--- src/rtl/dram_page_scheduler.sv ---
`timescale 1ns/1ps
// Open-page DRAM command sequencer: turns single requests into ACT/PRE/RD/WR
// pin commands, reusing the open row on hits and closing it after an idle timeout.
module dram_page_scheduler #(
   parameter int T_RP       = 5,
   parameter int T_RCD      = 5,
   parameter int T_WR       = 5,
   parameter int IDLE_CLOSE = 16
) (
   input  logic        clk,
   input  logic        rst,
   input  logic        req_valid,
   output logic        req_ready,
   input  logic        req_write,
   input  logic [31:0] req_addr,
   input  logic [31:0] req_wdata,
   input  logic [3:0]  req_web,
   output logic        rsp_valid,
   output logic [31:0] rsp_rdata,
   output logic        row_open,
   output logic        DRAM_CSn,
   output logic        DRAM_RASn,
   output logic        DRAM_CASn,
   output logic [3:0]  DRAM_WEn,
   output logic [10:0] DRAM_A,
   output logic [31:0] DRAM_D,
   input  logic        DRAM_valid,
   input  logic [31:0] DRAM_Q
);

   localparam logic [3:0] RP_LOAD  = 4'(T_RP - 1);
   localparam logic [3:0] RCD_LOAD = 4'(T_RCD - 1);
   localparam logic [3:0] WR_LOAD  = 4'(T_WR - 1);
   localparam logic [7:0] IDLE_LIM = 8'(IDLE_CLOSE);

   typedef enum logic [2:0] {IDLE, ACT_W, OPEN, RD_W, WR_W, PRE_W, PRE_I} state_t;

   state_t      state;
   logic [3:0]  timer;
   logic [7:0]  idle_cnt;
   logic [10:0] open_row;
   logic [10:0] lat_row;
   logic [9:0]  lat_col;
   logic        lat_write;
   logic [31:0] lat_wdata;
   logic [3:0]  lat_web;

   logic unused_addr_bits;
   assign unused_addr_bits = ^{req_addr[31:23], req_addr[1:0]};

   // Every pin command lasts one cycle; strobes fall back to idle unless re-issued.
   always_ff @(posedge clk or negedge rst) begin
      if (!rst) begin
         state     <= IDLE;
         timer     <= 4'd0;
         idle_cnt  <= 8'd0;
         open_row  <= 11'd0;
         lat_row   <= 11'd0;
         lat_col   <= 10'd0;
         lat_write <= 1'b0;
         lat_wdata <= 32'd0;
         lat_web   <= 4'hf;
         req_ready <= 1'b0;
         rsp_valid <= 1'b0;
         rsp_rdata <= 32'd0;
         row_open  <= 1'b0;
         DRAM_CSn  <= 1'b0;
         DRAM_RASn <= 1'b1;
         DRAM_CASn <= 1'b1;
         DRAM_WEn  <= 4'hf;
         DRAM_A    <= 11'd0;
         DRAM_D    <= 32'd0;
      end else begin
         DRAM_CSn  <= 1'b0;
         DRAM_RASn <= 1'b1;
         DRAM_CASn <= 1'b1;
         DRAM_WEn  <= 4'hf;
         rsp_valid <= 1'b0;
         case (state)
            IDLE: begin
               req_ready <= 1'b1;
               if (req_valid && req_ready) begin
                  lat_row   <= req_addr[22:12];
                  lat_col   <= req_addr[11:2];
                  lat_write <= req_write;
                  lat_wdata <= req_wdata;
                  lat_web   <= req_web;
                  req_ready <= 1'b0;
                  DRAM_RASn <= 1'b0;
                  DRAM_A    <= req_addr[22:12];
                  open_row  <= req_addr[22:12];
                  row_open  <= 1'b1;
                  timer     <= RCD_LOAD;
                  state     <= ACT_W;
               end
            end
            ACT_W: begin
               if (timer == 4'd0) begin
                  DRAM_CASn <= 1'b0;
                  DRAM_A    <= {1'b0, lat_col};
                  if (lat_write) begin
                     DRAM_WEn <= lat_web;
                     DRAM_D   <= lat_wdata;
                     timer    <= WR_LOAD;
                     state    <= WR_W;
                  end else begin
                     state    <= RD_W;
                  end
               end else begin
                  timer <= timer - 4'd1;
               end
            end
            // A request on the idle terminal-count cycle takes priority over closing.
            OPEN: begin
               if (req_valid && req_ready) begin
                  lat_row   <= req_addr[22:12];
                  lat_col   <= req_addr[11:2];
                  lat_write <= req_write;
                  lat_wdata <= req_wdata;
                  lat_web   <= req_web;
                  req_ready <= 1'b0;
                  idle_cnt  <= 8'd0;
                  if (req_addr[22:12] == open_row) begin
                     DRAM_CASn <= 1'b0;
                     DRAM_A    <= {1'b0, req_addr[11:2]};
                     if (req_write) begin
                        DRAM_WEn <= req_web;
                        DRAM_D   <= req_wdata;
                        timer    <= WR_LOAD;
                        state    <= WR_W;
                     end else begin
                        state    <= RD_W;
                     end
                  end else begin
                     DRAM_RASn <= 1'b0;
                     DRAM_WEn  <= 4'h0;
                     DRAM_A    <= open_row;
                     row_open  <= 1'b0;
                     timer     <= RP_LOAD;
                     state     <= PRE_W;
                  end
               end else if (!req_valid) begin
                  if (idle_cnt == IDLE_LIM) begin
                     DRAM_RASn <= 1'b0;
                     DRAM_WEn  <= 4'h0;
                     DRAM_A    <= open_row;
                     row_open  <= 1'b0;
                     req_ready <= 1'b0;
                     idle_cnt  <= 8'd0;
                     timer     <= RP_LOAD;
                     state     <= PRE_I;
                  end else if (idle_cnt != 8'hff) begin
                     idle_cnt <= idle_cnt + 8'd1;
                  end
               end
            end
            RD_W: begin
               if (DRAM_valid) begin
                  rsp_valid <= 1'b1;
                  rsp_rdata <= DRAM_Q;
                  req_ready <= 1'b1;
                  idle_cnt  <= 8'd0;
                  state     <= OPEN;
               end
            end
            WR_W: begin
               if (timer == 4'd0) begin
                  rsp_valid <= 1'b1;
                  req_ready <= 1'b1;
                  idle_cnt  <= 8'd0;
                  state     <= OPEN;
               end else begin
                  timer <= timer - 4'd1;
               end
            end
            PRE_W: begin
               if (timer == 4'd0) begin
                  DRAM_RASn <= 1'b0;
                  DRAM_A    <= lat_row;
                  open_row  <= lat_row;
                  row_open  <= 1'b1;
                  timer     <= RCD_LOAD;
                  state     <= ACT_W;
               end else begin
                  timer <= timer - 4'd1;
               end
            end
            PRE_I: begin
               if (timer == 4'd0) begin
                  req_ready <= 1'b1;
                  state     <= IDLE;
               end else begin
                  timer <= timer - 4'd1;
               end
            end
            default: begin
               req_ready <= 1'b0;
               state     <= IDLE;
            end
         endcase
      end
   end

endmodule

--- config.mk ---
export PLATFORM = sky130hd
export DESIGN_NAME = dram_page_scheduler
export DESIGN_NICKNAME = d
export VERILOG_FILES = /design/src/rtl/dram_page_scheduler.sv
export SDC_FILE = /design/constraint.sdc
export NUM_CORES = 1
export LEC_CHECK = 0
export CAP_MARGIN = 5
export CORE_MARGIN = 1
export CORE_UTILIZATION = 50
export DETAILED_ROUTE_END_ITERATION = 8
export GPL_TIMING_DRIVEN = 0
export PLACE_DENSITY_LB_ADDON = 0.1
export SKIP_CTS_REPAIR_TIMING = 1
export SLEW_MARGIN = 20
export SYNTH_ARGS = -nofsm -noshare
export SYNTH_HDL_FRONTEND = slang
export SYNTH_SLANG_ARGS = --single-unit
--- constraint.sdc ---
create_clock -name clk -period 2.75 [get_ports clk]
set_input_delay 0.275 -clock clk [delete_from_list [all_inputs] [get_ports clk]]
set_output_delay 0.275 -clock clk [all_outputs]
set_load 0.03 [all_outputs]
# Word level (Yosys, flattened, before mapping)
# Index checks and enable logic that the tools add are counted.
[classes]
addsub = 2
n_eq_ne = 27
muxes = 77
n_bitwise = 1
n_reduce_logical = 22
[op_table]
columns = ["cell", "count"]
rows = [
  ["32-bit two-way mux", 5],
  ["11-bit two-way mux", 7],
  ["4-bit two-way mux", 17],
  ["32-bit one-hot mux with 2 select lines", 1],
  ["8-bit two-way mux", 6],
  ["11-bit one-hot mux with 4 select lines", 1],
  ["3-bit two-way mux", 12],
  ["8-bit one-hot mux with 3 select lines", 1],
  ["2-bit != test (second input constant)", 11],
  ["11-bit one-hot mux with 2 select lines", 1],
  ["3-bit one-hot mux with 7 select lines", 1],
  ["4-bit one-hot mux with 5 select lines", 1],
  ["1-bit two-way mux", 18],
  ["6-bit AND reduction", 3],
  ["3-bit != test (second input constant)", 4],
  ["11-bit equality test", 1],
  ["5-bit AND reduction", 2],
  ["3-bit equality test (second input constant)", 3],
  ["8-bit by 1-bit adder with 8-bit output (second input constant)", 1],
  ["8-bit by 5-bit equality test with 1-bit output (second input constant)", 1],
  ["4-bit != test (second input constant)", 2],
  ["8-bit != test (second input constant)", 1],
  ["4-bit one-hot mux with 2 select lines", 1],
  ["8-bit AND reduction", 1],
  ["19 further kinds", 27],
]
[word_totals]
register_bits = 168
input_bits = 105
out_inout_bits = 85
word_cells = 147

# Logic depth before layout (Yosys ltp)
[logic_depth]
depth_word = 6
mapped_depth = 9
ltp_nobuf = 7

# Worst setup path after synthesis
# OpenSTA, ideal clock, no wires.
[synth_timing]
path_type = "reg2reg"
start = "register timer[0]"
end = "register DRAM_A[4]"
setup_ns = 0.126
arrival_time_ns = 2.003
required_ns = 2.624
setup_slack_ns = 0.621
stages_incl_launch_ff = 9
n_path_buf = 1
synth_period_minus_slack_ns = 2.129
cell_sequence = "dfrtp_1 > inv_1 > ha_1 > or3b_2 > a21oi_1 > and3_1 > buf_4 > o21ai_1 > o32a_1"
[synth_between]
elab_chain_len = 3
elab_cells_between_ends = 4
classes_between = "eq/ne (2); reduce/logical (2)"
[synth_rtl]
columns = ["item", "line", "rtl"]
rows = [
  ["start, declared", "39", "logic [3:0] timer;"],
  ["start signal, assigned", "110", "timer <= timer - 4'd1;"],
  ["start signal, assigned", "173", "timer <= timer - 4'd1;"],
  ["start signal, assigned", "185", "timer <= timer - 4'd1;"],
  ["4-bit zero test (*)", "98, 177", ""],
  ["2-bit != test (no source line)", "--", ""],
  ["6-bit AND reduction (no source line) (*)", "--", ""],
  ["end signal, assigned", "90", "DRAM_A <= req_addr[22:12];"],
  ["end signal, assigned", "100", "DRAM_A <= {1'b0, lat_col};"],
  ["end signal, assigned", "179", "DRAM_A <= lat_row;"],
  ["end, declared", "25", "output logic [10:0] DRAM_A,"],
]
# Mark *: on every way between the ends. The rest lies on a longest branch, timed or not.
# A chain may end at the register's enable or synchronous reset.

# Worst setup path in the final report
[layout_timing]
start = "register open_row[2]"
end = "register DRAM_D[14]"
[layout_between]
elab_chain_len = 3
[layout_rtl]
columns = ["item", "line", "rtl"]
rows = [
  ["start, declared", "41", "logic [10:0] open_row;"],
  ["start signal, assigned", "91", "open_row <= req_addr[22:12];"],
  ["start signal, assigned", "180", "open_row <= lat_row;"],
  ["11-bit equality test", "123", "if (req_addr[22:12] == open_row) begin"],
  ["2-bit != test (no source line)", "--", ""],
  ["6-bit AND reduction (no source line)", "--", ""],
  ["end signal, assigned", "103", "DRAM_D <= lat_wdata;"],
  ["end signal, assigned", "128", "DRAM_D <= req_wdata;"],
  ["end, declared", "26", "output logic [31:0] DRAM_D,"],
]
# Every way passes these cells.

==> metrics.txt <==
GPL Wtd Cong between 0.8 and 0.9; Sequential Area 4217 sq um; vias in the first global route 6,495; RSZ-0062 raised after global routing false; initial antenna violation count 0; Worst-Margin Slew 0.9832 ns; first-pass GRT wire length 32,710 um; CTS buffer count 17; worst-case clock buffer depth 2; Tcrit/Tclk final 90.35%; # IOs 190; Layout area overhead 33.14%; detailed-route via count roughly 6,300; flops & latches, synth about 170; Die Y 128.0 um; Netlist cell types 61; htree depth 4; Final Critical Period 2.485 ns; DP Wirelength 14,440 um; Filler cells 1,143; Final WS setup 0.2653 ns; Inst Count DP 1,094; Core ar. 15,370 sq um; final hold vios 0; pin count of the biggest net entering global routing 86; crit path DAT between 2 and 3 ns; Layout Nets approximately 1,000; Clock Skew 0.01112 ns; Req. time, crit path 3.06 ns; Critical Path Source Type flop; Routed WL roughly 20,000 um; max_cap viols 0; max incr delay on CP between 0.4 and 0.5 ns; ys async rst share 100.0%; Antenna diodes 0; critical path type reg2reg; Starting Density around half; CTS tree yes; CP Max Fanout 10; DR WL/cell roughly 18 um; number of enable flip-flop cells after synthesis 0; critical-path cell list xnor2_1, nand4_1, nor3_2, a21bo_1, buf_2, mux2_2; Die X 128.0 um; slew margin rel. 33.85%; layout cells sized above 1 21.83%; Clk pin slew, worst setup/hold paths 0.06 ns; crit path buf inv count 1; Syn Inst Count 705; # rows 45; Warnings, synthesis 0; pwr/cell area 1238 nW/um^2; status finished, final reports clean; fin util 68.80%; GRT Residual Overflow 0; vias per cell roughly 5.6; Syn Area/Cell 11.27 sq um; CTS Root Cell clkbuf_16; Worst path top cell family by delay simple AND/OR/NAND/NOR gates; worst skew pair latency 0.43 ns; Post-Synthesis Cell Area 7943 sq um; Multi-input gate area 3523 sq um; Pleak 4.368 nW; endpoints failing setup 0; GRT Max-Usage Layer met2; slowest stage cell, crit path nor3_2; met3 GRT Util 7.596%; Slew Limit Fails 0; maximum vdd ir drop a little under 0.7 mV; Non-Filler Instances 1,127; gr usage total around 26%; # DRC 0; Setup WS pre-CTS -0.2851 ns; ys flop type dfrtp_1; port bufs approximately 180; sequential area share after synthesis 53.09%; fmax between 0.4 and 0.5 GHz; GR met1 Demand/Resource about a third; HP Class in2async; Pre-Repair DR Iteration Count 5; Post-DRT Antenna Nets 0; met2 Track Usage GR 43.96%; initial DRC count 452; Setup crit end kind flop; Syn Nets 813; die area 16,390 sq um; Sink Count approximately 170; R2R Setup Slk 0.27 ns
[per-layer routing]
layer	share of wire [%]	vias to the layer above
li1	-	2878
met1	41	3112
met2	50	262
met3	7.6	31
met4	1.4	0
met5	0	-
[area by class of cell]
type	instances	share of cell area [%]
buffer	39	1.798
multi-input combinational	492	33.32
clock inverter	10	0.9465
sequential	168	39.87
inverter	6	0.2130
tap	211	2.496
clock buffer	22	4.200
timing repair buffer	179	17.16
[cells in the mapped netlist (3+ instances only)]
cell	n	area, sq um
nor3_1	8	40.04
nor3b_1	4	30.03
nand3b_1	12	90.09
nand4_1	6	37.54
dfrtp_1	158	3954
xnor2_1	11	96.34
nand3_1	14	70.07
o21ai_0	34	170.2
nand2_1	137	514.2
inv_1	6	22.52
mux2i_1	20	200.2
mux2_2	124	1396
and3_1	4	25.02
buf_2	16	80.08
clkbuf_1	15	56.30
o211ai_1	8	60.06
a211oi_1	4	30.03
ha_1	3	37.54
buf_1	3	11.26
a21oi_1	12	60.06
nand2b_1	3	18.77
dfstp_2	10	262.8
nor2b_1	10	62.56
o221a_2	3	33.78
nor2_1	28	105.1
a41oi_1	6	52.55
o21ai_1	3	15.01
[cell families (layout without fill, tap and decap cells)]
group                    after synthesis  after routing  share of synthesized area (%)
AO/OA/AOI/OAI                         94             94                          8.176
XOR/XNOR                              12             12                          1.323
adder cells (fa/ha/maj)                3              3                         0.4726
buffers and inverters                 45            256                          2.678
flip-flops                           168            168                          53.09
multiplexers                         144            144                          20.10
other                                  1              1                        0.04721
AND/OR/NAND/NOR                      238            238                          14.11
[per-stage QoR]
stage / setup TNS (ns) / total power (W) / hold WS [ns] / cell area [sq um]
after floorplan: 0 / 0.008534 / -0.02059 / 7943
after global placement: -873.52 / 0.01064 / 0.4830 / 9978
after detailed placement: -7.762 / 0.01088 / 0.3125 / 10010
after CTS: 0 / 0.01314 / -0.1449 / 10560
after global routing: 0 / 0.01391 / 0.4499 / 10580
final: 0 / 0.01310 / 0.4245 / 10580
[final timing paths]
| kind | start | endpoint | cells past startpoint |
|---|---|---|---|
| min in group clk | DRAM_Q[28] | rsp_rdata[28]$_DFFE_PN0P_ | 2 |
| max | open_row[2]$_DFFE_PN0P_ | DRAM_D[14]$_DFFE_PN0P_ | 6 |
| max in group asynchronous | rst | rsp_rdata[3]$_DFFE_PN0P_ | 3 |
| max reg2reg | open_row[2]$_DFFE_PN0P_ | DRAM_D[14]$_DFFE_PN0P_ | 6 |
| min reg2reg | rsp_rdata[28]$_DFFE_PN0P_ | rsp_rdata[28]$_DFFE_PN0P_ | 1 |
| min | rst | lat_col[7]$_DFFE_PN0P_ | 2 |
[where the power goes]
group          total, W  switching [W]  internal (W)
clock network   0.00222       0.000974       0.00125
logic           0.00654        0.00362       0.00292
registers       0.00433       0.000678       0.00366
[layout by cell type, fill, tap and decap left out, types with 3 or more instances in the layout]
| master | instances |
|---|---|
| a211oi_1 | 4 |
| a21oi_1 | 12 |
| a41oi_1 | 6 |
| and3_1 | 4 |
| buf_1 | 3 |
| buf_2 | 16 |
| clkbuf_1 | 20 |
| clkbuf_16 | 17 |
| clkdlybuf4s50_1 | 176 |
| clkinvlp_4 | 7 |
| dfrtp_1 | 158 |
| dfstp_2 | 10 |
| ha_1 | 3 |
| inv_1 | 6 |
| mux2_2 | 124 |
| mux2i_1 | 20 |
| nand2_1 | 137 |
| nand2b_1 | 3 |
| nand3_1 | 14 |
| nand3b_1 | 12 |
| nand4_1 | 6 |
| nor2_1 | 28 |
| nor2b_1 | 10 |
| nor3_1 | 7 |
| nor3b_1 | 3 |
| nor3b_2 | 3 |
| o211ai_1 | 8 |
| o21ai_0 | 34 |
| o21ai_1 | 3 |
| o221a_2 | 3 |
| xnor2_1 | 11 |
[state kept, by name, summed over array words and instances (netlist names), 3 cells and up]
name       flops
DRAM_A        11
timer          4
lat_web        4
state          3
idle_cnt       8
lat_row       11
DRAM_D        32
lat_wdata     32
lat_col       10
DRAM_WEn       4
open_row      11
rsp_rdata     32
(Power assumes the default switching activity.)
